[config.mk]
export PLATFORM = sky130hd
export DESIGN_NAME = mem_rr_arb
export DESIGN_NICKNAME = d
export VERILOG_FILES = /design/src/rtl/mem_rr_arb_pkg.sv /design/src/rtl/mem_rr_arb_rr_pick.sv /design/src/rtl/mem_rr_arb.sv
export SDC_FILE = /design/constraint.sdc
export NUM_CORES = 1
export LEC_CHECK = 0
export BUFFER_PORTS_ARGS = -buffer_cell sky130_fd_sc_hd__clkbuf_2
export CAP_MARGIN = 20
export CORE_MARGIN = 10
export CORE_UTILIZATION = 40
export DETAILED_ROUTE_END_ITERATION = 7
export GPL_TIMING_DRIVEN = 0
export PLACE_DENSITY = 0.73
export SLEW_MARGIN = 20
export SYNTH_ARGS = -nofsm -noshare
export SYNTH_HDL_FRONTEND = slang
export SYNTH_HIERARCHICAL = 1
export SYNTH_SLANG_ARGS = --single-unit
[constraint.sdc]
create_clock -name clk -period 1.35 [get_ports clk]
set_input_delay 0.135 -clock clk [delete_from_list [all_inputs] [get_ports clk]]
set_output_delay 0.135 -clock clk [all_outputs]
set_load 0.02 [all_outputs]
[src/rtl/mem_rr_arb_pkg.sv]
// Shared definitions for the memory bus arbiter and its round-robin picker.
// Holds the state encoding, index-width helper and one-hot helper.
package mem_rr_arb_pkg;

  localparam logic [1:0] ST_IDLE   = 2'd0;
  localparam logic [1:0] ST_ACCESS = 2'd1;
  localparam logic [1:0] ST_DONE   = 2'd2;

  typedef enum logic [1:0] {
    IDLE   = ST_IDLE,
    ACCESS = ST_ACCESS,
    DONE   = ST_DONE
  } state_t;

  // Upper bound on clients so the one-hot helper can return a fixed width.
  localparam int MAX_CLIENTS = 32;

  // Index width for n items, never narrower than one bit.
  function automatic int idx_width(input int n);
    return (n > 1) ? $clog2(n) : 1;
  endfunction

  function automatic logic [MAX_CLIENTS-1:0] onehot_from_idx(input int idx);
    return {{(MAX_CLIENTS-1){1'b0}}, 1'b1} << idx;
  endfunction

endpackage

[src/rtl/mem_rr_arb_rr_pick.sv]
// Combinational round-robin picker: first requester after 'last', wrapping.
// Shared with the I/O arbiters, so it carries no arbiter state of its own.
module rr_pick
  import mem_rr_arb_pkg::*;
#(
  parameter int CLIENT_CNT = 2,
  parameter int IDX_W      = idx_width(CLIENT_CNT)
) (
  input  logic [CLIENT_CNT-1:0] requests,
  input  logic [IDX_W-1:0]      last,
  output logic [IDX_W-1:0]      idx,
  output logic                  valid
);

  logic [IDX_W-1:0] cand;

  // Scan last+1, last+2, ... and stop at the first hit; last itself comes last.
  always_comb begin
    idx   = '0;
    valid = 1'b0;
    cand  = '0;
    for (int k = 1; k <= CLIENT_CNT; k++) begin
      cand = IDX_W'((int'(last) + k) % CLIENT_CNT);
      if (!valid && requests[cand]) begin
        valid = 1'b1;
        idx   = cand;
      end
    end
  end

endmodule

[src/rtl/mem_rr_arb.sv]
// Round-robin arbiter/sequencer for the shared memory bus: one client at a
// time, fixed wait cycles per access, 4-phase request/ready handshake.
module mem_rr_arb
  import mem_rr_arb_pkg::*;
#(
  parameter int CLIENT_CNT  = 2,
  parameter int ADDR_W      = 8,
  parameter int DATA_W      = 8,
  parameter int WAIT_CYCLES = 1
) (
  input  logic                         clk,
  input  logic                         rst,
  input  logic [CLIENT_CNT-1:0]        requests,
  input  logic [CLIENT_CNT*ADDR_W-1:0] addrs,
  input  logic [CLIENT_CNT-1:0]        wes,
  input  logic [CLIENT_CNT*DATA_W-1:0] data_outs,
  output logic [CLIENT_CNT-1:0]        readies,
  output logic [DATA_W-1:0]            rdata,
  output logic [CLIENT_CNT-1:0]        grant,
  output logic [ADDR_W-1:0]            mem_addr,
  output logic [DATA_W-1:0]            mem_wdata,
  output logic                         mem_we,
  input  logic [DATA_W-1:0]            mem_rdata
);

  localparam int IDX_W = idx_width(CLIENT_CNT);
  localparam int CNT_W = idx_width(WAIT_CYCLES);

  if (WAIT_CYCLES < 1) begin : g_bad_wait
    $error("mem_rr_arb: WAIT_CYCLES must be at least 1");
  end
  if (CLIENT_CNT < 1 || CLIENT_CNT > MAX_CLIENTS) begin : g_bad_clients
    $error("mem_rr_arb: CLIENT_CNT out of range");
  end

  state_t                state, state_next;
  logic [CNT_W-1:0]      cnt, cnt_next;
  logic [IDX_W-1:0]      last, last_next;
  logic [IDX_W-1:0]      gidx, gidx_next;
  logic [IDX_W-1:0]      pick_idx;
  logic                  pick_valid;
  logic [CLIENT_CNT-1:0] readies_next, grant_next;
  logic [ADDR_W-1:0]     addr_next;
  logic [DATA_W-1:0]     wdata_next, rdata_next;
  logic                  we_next;

  logic [ADDR_W-1:0] addr_arr [CLIENT_CNT];
  logic [DATA_W-1:0] data_arr [CLIENT_CNT];

  for (genvar i = 0; i < CLIENT_CNT; i++) begin : g_unpack
    assign addr_arr[i] = addrs[i*ADDR_W +: ADDR_W];
    assign data_arr[i] = data_outs[i*DATA_W +: DATA_W];
  end

  rr_pick #(
    .CLIENT_CNT (CLIENT_CNT),
    .IDX_W      (IDX_W)
  ) u_pick (
    .requests (requests),
    .last     (last),
    .idx      (pick_idx),
    .valid    (pick_valid)
  );

  always_ff @(posedge clk) begin
    if (!rst) begin
      state     <= IDLE;
      cnt       <= '0;
      last      <= IDX_W'(CLIENT_CNT - 1);
      gidx      <= '0;
      readies   <= '0;
      grant     <= '0;
      mem_addr  <= '0;
      mem_wdata <= '0;
      mem_we    <= 1'b0;
      rdata     <= '0;
    end else begin
      state     <= state_next;
      cnt       <= cnt_next;
      last      <= last_next;
      gidx      <= gidx_next;
      readies   <= readies_next;
      grant     <= grant_next;
      mem_addr  <= addr_next;
      mem_wdata <= wdata_next;
      mem_we    <= we_next;
      rdata     <= rdata_next;
    end
  end

  // Bus outputs are only loaded in IDLE, so the holder cannot disturb an
  // access in flight; mem_we itself tells ACCESS whether it is a read.
  always_comb begin
    state_next   = state;
    cnt_next     = cnt;
    last_next    = last;
    gidx_next    = gidx;
    readies_next = readies;
    grant_next   = grant;
    addr_next    = mem_addr;
    wdata_next   = mem_wdata;
    we_next      = mem_we;
    rdata_next   = rdata;

    case (state)
      IDLE: begin
        if (pick_valid) begin
          gidx_next  = pick_idx;
          grant_next = CLIENT_CNT'(onehot_from_idx(int'(pick_idx)));
          addr_next  = addr_arr[pick_idx];
          wdata_next = data_arr[pick_idx];
          we_next    = wes[pick_idx];
          cnt_next   = CNT_W'(WAIT_CYCLES - 1);
          state_next = ACCESS;
        end else begin
          we_next = 1'b0;
        end
      end
      ACCESS: begin
        if (cnt != '0) begin
          cnt_next = cnt - CNT_W'(1);
        end else begin
          if (!mem_we) begin
            rdata_next = mem_rdata;
          end
          we_next      = 1'b0;
          readies_next = CLIENT_CNT'(onehot_from_idx(int'(gidx)));
          state_next   = DONE;
        end
      end
      DONE: begin
        if (!requests[gidx]) begin
          readies_next = '0;
          grant_next   = '0;
          last_next    = gidx;
          state_next   = IDLE;
        end
      end
      default: begin
        state_next = IDLE;
      end
    endcase
  end

endmodule

==> run summary, run 1 <==
Setup TNS = 0 ns
Worst r2r dst = mem_addr[3]
XOR/XNOR Fraction of Synth Area = 0%
Critical path peak fanout = 6
Hold path start = mem_rdata[1]
Mux share of post-synthesis cell area = 20.5%
Initial DRC Count = 41
Number of global-route vias before repair = 1,504
Compound-cell area share of the yosys netlist = 14.8%
Synth Area in Adders = 3.92%
PD cells = 1540 mW/mm2
FF+latch count, synth = 33
Kind of critical path = reg2reg
Antenna cells = 0
TritonCTS Buffers = 5
Fmax = 767 MHz
First-pass GRT wire length = 6.92 mm
WL final = 4.18 mm
CTS Buffer Depth = 2
Final setup violation count = 0
Slew Limit Fails = 0
Min Hold Slack = 0.123 ns
Routed len/inst = 14.4 um
DR pass1 iterations = 4
Initial Util = 42.3%
CP required = 1.52 ns
Design Power = 3.44 mW
Synth unique cells = 30
Avg Vias per Cell = 4.84
Tot GR Track Use = 11.8%
Mapped Cells = 156
Final hold viol count = 0
Mapped Area = 0.00160 mm2
Worst slack at placement = -0.172 ns
Worst reg2reg startpoint = last
Top post-synthesis cells by area = dfxtp_1 41%, mux2i_1 19%, o211a_1 10%, nand2_1 6.1%, nor2b_1 4.7%
Number of flops mapped to enable cells by yosys = 0
Synth async-reset ratio = 0%
Largest family of logic cells by synthesized area = multiplexers
Share of cells above drive strength 1 = 45.5%
Commonest non-fill, non-tap cell in the layout = clkbuf_2
Ports = 75
RSZ-0062 raised after global routing = true
Hold path endpoint = rdata[1]
Syn. warnings = 6
DRC = 0
Tmin final = 1.30 ns
CP startpoint kind = register
Number of buffers added on ports = 73
Syn Area/Cell = 10.2 um2
Fin nets = 293
Reg2reg path depth = 6
Total core area = 0.00377 mm2
Final Worst Setup Slack = 0.0455 ns
RD Place Congestion = 0.790
Die area = 0.00692 mm2
Grt ovf = 0
LEAKAGE = 1.19 nW
Post-layout util = 59.2%
Worst slew pin tran = 0.369 ns
Hold Crit Class = in2reg
Clk_skew = 0.00316 ns
Peak VDD IR = 0.779 mV
H-tree Lvls = 2
Synth area leader = dfxtp_1
Clk slew on worst S/H paths = 0.06 ns
Die X-Extent = 83.2 um
Top FF cell, synth = dfxtp_1
Share of the yosys chip area belonging to registers = 41.4%
Post-DRT Antenna Nets = 0
Syn_nets = 207
Fin crit share = 96.6%
Largest net degree at the start of global routing = 11
Root buffer cell = clkbuf_8
Post-synth top area share = 41.4%
Max_slew headroom = 75.4%
Die H = 83.2 um
Clock latency at the later pin of the worst-skew pair = 0.27 ns
CTS tree = yes
Simple-gate share of the synthesized area = 13.9%
Area Growth Syn to Fin = 39.7%
FF-to-FF setup slack = 0.05 ns
Clock sink count = 33
CP Data Arrival Time = 1.47 ns
Via Count = 1,404
Layout fillers = 352
Status = complete, no violations
Critical path endpoint category = register
Antenna violations before repair = 0
Hold Path Depth = 3
Max Cap Viol = 0
Most frequent cells in the layout = 73 x clkbuf_2, 30 x dfxtp_1, 29 x mux2i_1, 26 x nand2_1, 16 x o211a_1
Rows = 22
Hpwl dp = 3.34 mm
==> cell usage after synthesis, types with 2 or more instances <==
cell / instances
dfxtp_1: 33
inv_1: 3
buf_4: 3
clkbuf_1: 2
buf_2: 4
o211a_1: 16
nor2b_1: 12
a21oi_1: 2
nor2_1: 2
nand2_1: 26
mux2i_1: 30
ha_1: 5
==> worst max path at each step <==
stage,from,to,slack [ns],cells past startpoint
4_1_cts,last,mem_wdata[6],0.004,6
3_5_place_dp,last,mem_wdata[6],-0.17,6
2_1_floorplan,state[0],mem_addr[4],0.007,6
6_report,last,mem_addr[3],0.05,6
3_3_place_gp,last,mem_addr[3],-0.15,6
5_1_grt,last,mem_wdata[6],-0.04,6
==> power by group <==
part           switching, mW  total [mW]  internal [mW]
Clock                  0.322       0.726          0.404
Sequential             0.123        1.31           1.18
Combinational          0.749        1.40          0.653
Total                   1.19        3.44           2.24
==> kinds of logic after synthesis <==
kind of cell	Yosys count
simple gates	46
mux	32
flops	33
fa+ha+maj	5
compound gates	26
buf+inv	14
==> worst max-delay path: stages, from the launching register on <==
cell and delay (ns):
dfxtp_2 0.33, a21boi_2 0.17, buf_6 0.16, clkbuf_16 0.14, mux2i_1 0.20, nand2_1 0.07, o211a_1 0.12
==> through the flow <==
stage          area (um2)  cells
2_1_floorplan        1600    156
3_3_place_gp         2020    277
5_1_grt              2230    290
4_1_cts              2160    287
6_report             2230    290
3_5_place_dp         2020    277
==> layer usage <==
layer,track usage [%],wire length [um],vias to the layer above
li1,-,-,713
met1,13.7,1940,625
met2,18.2,1790,61
met3,7.03,416,5
met4,2.77,31,0
met5,0,0,-
==> final cells by class <==
type | count | area [um2] | area share [%]
multi-input cells | 109 | 881 | 39.5
flip-flops and latches | 33 | 664 | 29.8
repair buffers | 80 | 435 | 19.5
plain buffers | 10 | 92.6 | 4.15
clock buffers | 7 | 86.3 | 3.87
well taps | 48 | 60.1 | 2.69
inverters | 3 | 11.3 | 0.505
==> repair_timing <==
item,CTS,global route
pin swaps,1,2
setup endpoints to repair,23,20
hold buffers,0,0
setup buffers,4,2
cloned,0,1
endpoints found under the hold margin,0,0
gates resized for setup,12,7
==> flip-flops by register name, indices dropped and copies added, names as in the netlist <==
name / flops
gidx: 1
mem_wdata: 8
readies: 2
state: 2
mem_we: 1
grant: 2
rdata: 8
last: 1
mem_addr: 8
Power figures use the tool's default switching activity.
==> run 2, diff against run 1 <==
--- a/config.mk
+++ b/config.mk
@@ -12,6 +12,7 @@
 export DETAILED_ROUTE_END_ITERATION = 7
 export GPL_TIMING_DRIVEN = 0
 export PLACE_DENSITY = 0.73
+export RECOVER_POWER = 25
 export SLEW_MARGIN = 20
 export SYNTH_ARGS = -nofsm -noshare
 export SYNTH_HDL_FRONTEND = slang
==> run 2 against run 1 <==
  * Routed wire length is 0.48% higher
  * Sequential share of layout area is 0.20 points higher
  * Die area stayed put
  * Critical path type unchanged
  * Critical endpoint unchanged
==> run summary, run 2 (synthesis gave the netlist of run 1 again) <==
Tot GR Track Use = 11.8% (unchanged)
Post-layout util = 58.8% (-0.40 points)
LEAKAGE = 1.15 nW (-3.3%)
CP top delay family = flip-flops
Fin crit share = 96.6% (about the same)
Peak VDD IR = 0.770 mV (-1.2%)
Clk slew on worst S/H paths = 0.06 ns (about the same)
Clock latency at the later pin of the worst-skew pair = 0.27 ns (about the same)
Via Count = 1,403 (-0.071%)
Largest registers = mem_addr x8, mem_wdata x8, rdata x8
RSZ-0062 raised after global routing = true
Hold_buf cts = 0 (unchanged)
Post-DRT Antenna Nets = 0 (unchanged)
CTS Buffer Depth = 2 (unchanged)
Rows = 22 (unchanged)
Status = complete, no violations
Avg Vias per Cell = 4.84 (about the same)
DR pass1 iterations = 4 (unchanged)
Routed len/inst = 14.5 um (+0.48%)
PD cells = 1540 mW/mm2 (+0.23%)
CTS tree = yes
CP Data Arrival Time = 1.47 ns (about the same)
Max_slew headroom = 75.4% (unchanged)
Clk_skew = 0.00291 ns (-0.000251 ns)
Die H = 83.2 um (unchanged)
Antenna violations before repair = 0 (unchanged)
H-tree Lvls = 2 (unchanged)
Antenna cells = 0 (unchanged)
CP required = 1.52 ns (about the same)
Hpwl dp = 3.34 mm (unchanged)
RD Place Congestion = 0.790 (unchanged)
Worst Setup SP = last
Die area = 0.00692 mm2 (unchanged)
Fmax = 767 MHz (about the same)
Commonest non-fill, non-tap cell in the layout = clkbuf_2
Largest net degree at the start of global routing = 11 (unchanged)
Hold Crit Class = in2reg
Slowest-stage cell, CP = dfxtp_2
Share of cells above drive strength 1 = 40.5% (-5.0 points)
Total core area = 0.00377 mm2 (unchanged)
Worst r2r dst = mem_addr[3]
Number of buffers added on ports = 73 (unchanged)
Design Power = 3.42 mW (-0.45%)
Max Cap Viol = 0 (unchanged)
Ports = 75 (unchanged)
Worst slew pin tran = 0.369 ns (unchanged)
Die X-Extent = 83.2 um (unchanged)
Most frequent cells in the layout = 61 x clkbuf_2, 30 x dfxtp_1, 29 x mux2i_1, 26 x nand2_1, 16 x o211a_1
Root buffer cell = clkbuf_8
Max layer used = met4
CP startpoint kind = register
Critical path endpoint category = register
Tmin final = 1.30 ns (+0.0000757 ns)
Reg2reg path depth = 6 (unchanged)
Levels on crit path = 6 (unchanged)
Max incr delay on CP = 0.33 ns (about the same)
Grt ovf = 0 (unchanged)
Number of global-route vias before repair = 1,504 (unchanged)
Worst reg2reg startpoint = last
TritonCTS Buffers = 5 (unchanged)
FF-to-FF setup slack = 0.05 ns (about the same)
End of the critical path = mem_addr[3]
Cell chain of the critical path = a21boi_2 -> buf_6 -> clkbuf_16 -> mux2i_1 -> nand2_1 -> o211a_1
WL final = 4.20 mm (+0.48%)
Initial Util = 42.3% (unchanged)
First-pass GRT wire length = 6.92 mm (unchanged)
Final hold viol count = 0 (unchanged)
Area Growth Syn to Fin = 38.8%
DRC = 0 (unchanged)
Critical path peak fanout = 6 (unchanged)
Final setup violation count = 0 (unchanged)
Fin nets = 293 (unchanged)
Slew Limit Fails = 0 (unchanged)
DRT met1 WL = 1.96 mm (+0.77%)
WP buf/inv = 2 (unchanged)
Initial DRC Count = 36 (-12%)
WL met3 = 413 um (-0.72%)
Clock sink count = 33 (unchanged)
Metal2 WL = 1.80 mm (+0.45%)
Kind of critical path = reg2reg
run 2: cell types whose count changed in the layout (fill, tap and decap cells not counted):
cell,delta
clkbuf_1,+12
clkbuf_2,-12
run 2: worst reg2reg max path: cells and delay by family, from the launching register on:
kind,cells,cell delay [ns]
AND/OR/NAND/NOR,1,0.07
multiplexers,1,0.20
AO/OA/AOI/OAI,2,0.29
buffers and inverters,2,0.30
flip-flops,1,0.33
run 2: area by class of cell:
| type | count | area (um2) |
|---|---|---|
| tap | 48 | 60.1 |
| clock buffer | 7 | 86.3 |
| multi-input combinational | 109 | 881 |
| buffer | 10 | 92.6 |
| timing repair buffer | 80 | 420 |
| inverter | 3 | 11.3 |
| fill | 357 | 1560 |
| sequential | 33 | 664 |
run 2: report_power, final:
group	switching [mW]	internal (mW)	total [mW]	leakage (nW)
sequential	0.123	1.18	1.31	0.273
clock	0.323	0.404	0.727	0.0443
combinational	0.751	0.636	1.39	0.835
run 2: stage by stage:
step           hold WS [ns]  worst slack (ns)  cells  TNS [ns]  area (um2)
2_1_floorplan         0.304           0.00666    156         0        1600
3_3_place_gp          0.401            -0.152    277     -1.81        2020
3_5_place_dp          0.409            -0.172    277     -1.94        2020
4_1_cts               0.120           0.00450    287         0        2160
5_1_grt               0.132           -0.0357    290    -0.138        2220
6_report              0.124            0.0455    290         0        2220
run 2: worst min-delay path by stage:
stage | cells past startpoint | to | slack (ns) | start
2_1_floorplan | 2 | rdata[0] | 0.30 | mem_rdata[0]
3_3_place_gp | 3 | rdata[2] | 0.40 | mem_rdata[2]
3_5_place_dp | 3 | rdata[2] | 0.41 | mem_rdata[2]
4_1_cts | 3 | rdata[2] | 0.12 | mem_rdata[2]
5_1_grt | 3 | rdata[1] | 0.13 | mem_rdata[1]
6_report | 3 | rdata[1] | 0.12 | mem_rdata[1]
run 2: what timing repair did:
item,4_1_cts,5_1_grt
setup buffers,4,2
cloned,0,1
pin swaps,1,2
setup endpoints to repair,23,20
resized for setup,12,7
run 2: layer usage:
layer  up-vias  track usage (%)
li1        711                -
met1       626             13.7
met2        61             18.2
met3         5             7.03
met4         0             2.77
met5         -                0
